==> src/rtl/imem_loader.sv <==
// Purpose: loads an instruction-memory image from a byte stream (COUNT, HI/LO pairs, XOR checksum) while holding the core in reset.
// Latency: one im_we pulse in the cycle after each LO byte is accepted; done pulses the cycle after a matching checksum byte.
// Backpressure: rx_ready is high only while a byte is expected (COUNT/HI/LO/CHECK); an idle gap that reaches TIMEOUT_CYCLES-1 aborts to ERR.
// Ports:
//   clk, rstn                    - clock, async active-low reset
//   load_start                   - one-cycle load request (honoured in IDLE/ERR only)
//   rx_data, rx_valid, rx_ready  - byte stream handshake
//   im_we, im_addr, im_wdata     - instruction-memory write port (addr/wdata registered)
//   core_rstn                    - active-low reset to the fetch/decode core
//   busy, done, err              - status: load in progress, success pulse, sticky failure
module imem_loader #(
  parameter int unsigned TIMEOUT_CYCLES = 1024
) (
  input  logic        clk,
  input  logic        rstn,
  input  logic        load_start,
  input  logic [7:0]  rx_data,
  input  logic        rx_valid,
  output logic        rx_ready,
  output logic        im_we,
  output logic [7:0]  im_addr,
  output logic [15:0] im_wdata,
  output logic        core_rstn,
  output logic        busy,
  output logic        done,
  output logic        err
);

  typedef enum logic [2:0] {
    IDLE  = 3'd0,
    COUNT = 3'd1,
    HI    = 3'd2,
    LO    = 3'd3,
    WRITE = 3'd4,
    CHECK = 3'd5,
    DONE  = 3'd6,
    ERR   = 3'd7
  } state_t;

  localparam logic [15:0] IDLE_LIMIT = 16'(TIMEOUT_CYCLES - 1);

  state_t      state;
  state_t      state_nxt;
  logic [7:0]  count_n;
  logic [7:0]  hi_byte;
  logic [7:0]  csum;
  logic [7:0]  index;
  logic [15:0] idle_cnt;
  logic        waiting;
  logic        accept;
  logic        start;
  logic        timeout;

  assign waiting = (state == COUNT) || (state == HI) || (state == LO) || (state == CHECK);
  assign accept  = rx_valid && waiting;
  assign start   = load_start && ((state == IDLE) || (state == ERR));
  // Fires in the cycle whose idle increment would bring the counter to the limit,
  // so ERR is the state seen once the counter would read TIMEOUT_CYCLES-1.
  assign timeout = waiting && !accept && ((idle_cnt + 16'd1) == IDLE_LIMIT);

  // Status outputs are pure decodes of the state register, so reset drives
  // them to their idle values immediately without waiting for a clock.
  assign rx_ready  = waiting;
  assign im_we     = (state == WRITE);
  assign busy      = waiting || (state == WRITE);
  assign done      = (state == DONE);
  assign err       = (state == ERR);
  assign core_rstn = !(busy || (state == ERR));

  always_ff @(posedge clk or negedge rstn) begin
    if (!rstn) begin
      state <= IDLE;
    end else begin
      state <= state_nxt;
    end
  end

  always_comb begin
    state_nxt = state;
    case (state)
      IDLE:  if (load_start) state_nxt = COUNT;
      COUNT: begin
        if (timeout)     state_nxt = ERR;
        else if (accept) state_nxt = HI;
      end
      HI: begin
        if (timeout)     state_nxt = ERR;
        else if (accept) state_nxt = LO;
      end
      LO: begin
        if (timeout)     state_nxt = ERR;
        else if (accept) state_nxt = WRITE;
      end
      // Last word written when the index has reached N; the index never wraps.
      WRITE: state_nxt = (index == count_n) ? CHECK : HI;
      CHECK: begin
        if (timeout)     state_nxt = ERR;
        else if (accept) state_nxt = (rx_data == csum) ? DONE : ERR;
      end
      DONE:  state_nxt = IDLE;
      ERR:   if (load_start) state_nxt = COUNT;
      default: state_nxt = IDLE;
    endcase
  end

  always_ff @(posedge clk or negedge rstn) begin
    if (!rstn) begin
      count_n  <= 8'h00;
      hi_byte  <= 8'h00;
      csum     <= 8'h00;
      index    <= 8'h00;
      idle_cnt <= 16'h0000;
      im_addr  <= 8'h00;
      im_wdata <= 16'h0000;
    end else if (start) begin
      csum     <= 8'h00;
      index    <= 8'h00;
      idle_cnt <= 16'h0000;
    end else begin
      if (accept) begin
        idle_cnt <= 16'h0000;
      end else if (waiting) begin
        idle_cnt <= idle_cnt + 16'd1;
      end

      // The checksum byte itself is not folded into the running XOR.
      if (accept && (state != CHECK)) begin
        csum <= csum ^ rx_data;
      end

      if (accept && (state == COUNT)) begin
        count_n <= rx_data;
      end

      if (accept && (state == HI)) begin
        hi_byte <= rx_data;
      end

      // Address and data are captured with the LO byte so they are already
      // registered and stable for the whole WRITE cycle.
      if (accept && (state == LO)) begin
        im_wdata <= {hi_byte, rx_data};
        im_addr  <= index;
      end

      if ((state == WRITE) && (index != count_n)) begin
        index <= index + 8'd1;
      end
    end
  end

endmodule

==> config.mk <==
export PLATFORM = sky130hd
export DESIGN_NAME = imem_loader
export DESIGN_NICKNAME = d
export VERILOG_FILES = /design/src/rtl/imem_loader.sv
export SDC_FILE = /design/constraint.sdc
export NUM_CORES = 1
export LEC_CHECK = 0
export BUFFER_PORTS_ARGS = -buffer_cell sky130_fd_sc_hd__buf_2
export CAP_MARGIN = 25
export CORE_MARGIN = 10
export CORE_UTILIZATION = 48
export CTS_CLUSTER_SIZE = 28
export DETAILED_ROUTE_END_ITERATION = 10
export PLACE_DENSITY = 0.71
export SETUP_SLACK_MARGIN = 0.1
export SYNTH_ARGS = -nofsm -noshare
export SYNTH_HDL_FRONTEND = slang
export SYNTH_SLANG_ARGS = --single-unit
==> constraint.sdc <==
create_clock -name clk -period 3.35 [get_ports clk]
set_input_delay 0.335 -clock clk [delete_from_list [all_inputs] [get_ports clk]]
set_output_delay 0.335 -clock clk [all_outputs]
set_load 0.05 [all_outputs]
==> flow_summary.toml <==
[cts]
clock-root-buffer = "clkbuf_8"
cts_buffers = 9
clk_pin_slew_ns = 0.09
htreeDepth = 3
clockBufferDepth = 2
postCtsHoldBufs = 0
cts_resized = 0
clock_sinks = 75
insertion_delay_ns = 0.35
postCtsSetupRepairBufs = 0
cts_tree = "yes"

[timing]
rsz0062_at_grt = "no"
worst_pin_slew_ns = 0.9346
fin_setup_tns_ns = 0
maxSlewViolCount = 0
slew_headroom_pct = 37.70
finClkSkew_ns = 0.01318
post-route-min-period_ns = 2.261
fmax_mhz = 442.3
finalCritPeriodShare_pct = 67.49
hold_viol_final = 0
setup_violations = 0

[power_and_ir_drop]
finalPower_uw = 3777
p_leak_uw = 0.001981
ir_drop_v = 0.0005776
powerDensity_nw_per_um2 = 879.8

[synthesis]
synth-seq-area-share_pct = 49.34
synth.top_cell.area_share_pct = 49.34
ys_seq_elements = 75
synth-edff-count = 0
synth_common_cells = "dfrtp_1, o21ai_0, mux2_2, nor2_1, nand2_1"
yosysWarnings = 0
netlist_top_cells_area = "dfrtp_1, mux2_2, o21ai_0, xor2_1, nor2_1"
ys.flop_type = "dfrtp_1"
synth_cells = 369
async_flop_share_pct = 100.0
synth_fp_nets = 384
synth_area_leader_cell = "dfrtp_1"
synth_most_common_cell = "dfrtp_1"
synthDistinctLibCells = 51
avgSynthCellArea_um2 = 10.31
syn_area_um2 = 3804

[global_route]
grt_overflow = 0
grt_util_met1_pct = 19.88
grt_max_degree = 76
antenna_found_initial = 0
globalRouteMet3Util_pct = 4.543
gr-usage-all-layers_pct = 15.16
grt_pass1_vias = 2891
grt_use_met2_pct = 23.78
grt_pass1_wl_um = 14420
grt-busiest-layer = "met2"

[final_layout]
n_fill_cell = 667
final_util_pct = 55.55
fin_area_um2 = 4293
num_antenna_cells = 0
final_cells = 516
multi_input_area_um2 = 1800
drive_above_1_share_pct = 26.33
regArea_um2 = 1877
nNetsFinal = 424
syn_to_final_growth_pct = 12.86

[setup_path]
reg2reg_to = "state[0]"
cp-start-kind = "flop"
cp-startpoint = "state[1]"
end_kind = "flop"
crit_end = "state[0]"
r2r_slack_ns = 1.09
critPathArrivalTime_ns = 2.52
r2r_cells = 6
path_max_fanout = 22
crit_type = "reg -> reg"
cp.required_ns = 3.61
r2r_start = "state[1]"

[run]
max-cap-violations = 0

[place]
portBuffers = 41
gp_congestion = 0.8227
dp_hpwl_um = 5901
post-place-cells = 500
dpl_cell_area_um2 = 4085

[route]
post-route-drc-count = 0
routed_wl_um = 8326
avgViaCountPerCell = 5.653
vias = 2917
dr.pass1.iters = 5
drt_iter0_drc = 110
wl_per_cell_um = 16.14
ant_nets = 0

[floorplanning]
initial_core_util_pct = 49.22
ios = 42
die_y_um = 109.0
die_x_um = 109.0
die-area_um2 = 11890
core_area_um2 = 7727
num_rows = 32

[worst_hold_path]
hp-class = "in -> async"

[run_status]
outcome = "complete, no violations"
## worst max-delay path, stage by stage (launching register included)
cell,delay (ns)
dfrtp_1,0.61
nor2_1,0.17
a211o_1,0.53
nor3_1,0.27
o2111a_1,0.24
a21oi_2,0.08
o32ai_2,0.26
## layout by cell type (no fill, tap or decap), types with 2 or more instances in the layout
cell type,netlist,layout
nand3b_1,2,2
nand4_1,13,13
inv_1,12,12
nor2_1,35,35
a21oi_2,2,2
ha_1,3,3
nand2b_1,10,10
mux2_2,36,36
and3_1,6,6
a21oi_1,8,8
buf_4,1,4
clkbuf_8,0,9
a31oi_1,3,3
xor2_1,16,16
nand3_1,10,10
a22oi_1,2,2
o21ai_0,48,48
nor2b_1,4,4
nor3b_1,2,2
mux2i_1,3,3
inv_6,0,3
buf_2,8,41
nor3_1,4,4
nor4_1,3,3
xnor2_1,2,2
nand2_1,24,24
nor4b_1,2,2
o31ai_1,5,5
nand4b_1,2,2
dfrtp_1,75,75
## report_power, final
group / leakage, uW / switching (uW) / total, uW / internal [uW]
logic: 0.000913 / 1100 / 1620 / 523
registers: 0.000965 / 221 / 1430 / 1210
clock network: 0.000103 / 367 / 726 / 358
## flip-flops by register name (all words and copies together) (netlist names)
register,count
csum,8
index,8
state,3
hi_byte,8
im_addr,8
count_n,8
im_wdata,16
idle_cnt,16
## metal layers
metal	vias up	routed length, um
met5	-	0
met4	0	55
met3	6	449
met2	54	3932
met1	1454	3890
li1	1403	-
## through the flow
step / worst slack [ns] / hold WS, ns
6_report: 1.089 / 0.2025
5_1_grt: 0.8816 / 0.2749
4_1_cts: 1.101 / 0.2358
3_5_place_dp: 1.120 / 0.4689
3_3_place_gp: 1.186 / 0.4604
2_1_floorplan: 1.084 / 0.03941
## layout make-up
| type | count | area share (%) |
|---|---|---|
| Clock buffer | 9 | 2.885 |
| Tap cell | 102 | 2.973 |
| Sequential cell | 75 | 43.72 |
| Clock inverter | 7 | 1.953 |
| Inverter | 12 | 1.049 |
| Multi-Input combinational cell | 266 | 41.94 |
| Timing Repair Buffer | 45 | 5.479 |
## how the worst min path moves through the flow
stage / end / depth (start not counted) / startpoint / slack (ns)
6_report: im_wdata[11] / 2 / rstn / 0.20
5_1_grt: im_wdata[11] / 2 / rstn / 0.27
4_1_cts: im_wdata[11] / 2 / rstn / 0.24
3_5_place_dp: im_wdata[0] / 2 / im_wdata[0] / 0.47
3_3_place_gp: im_wdata[6] / 2 / im_wdata[6] / 0.46
2_1_floorplan: count_n[0] / 0 / rstn / 0.04
## logic make-up after synthesis
family,count (synthesis),synth area share [%]
adders and majority gates,3,0.9869
xor gates and xnor gates,18,4.145
and+or+nand+nor,128,18.52
DFF,75,49.34
AOI/OAI and AO/OA,78,12.24
muxes,39,11.45
buffers and inverters,28,3.322
No activity file was read; power rests on OpenSTA's default activity.
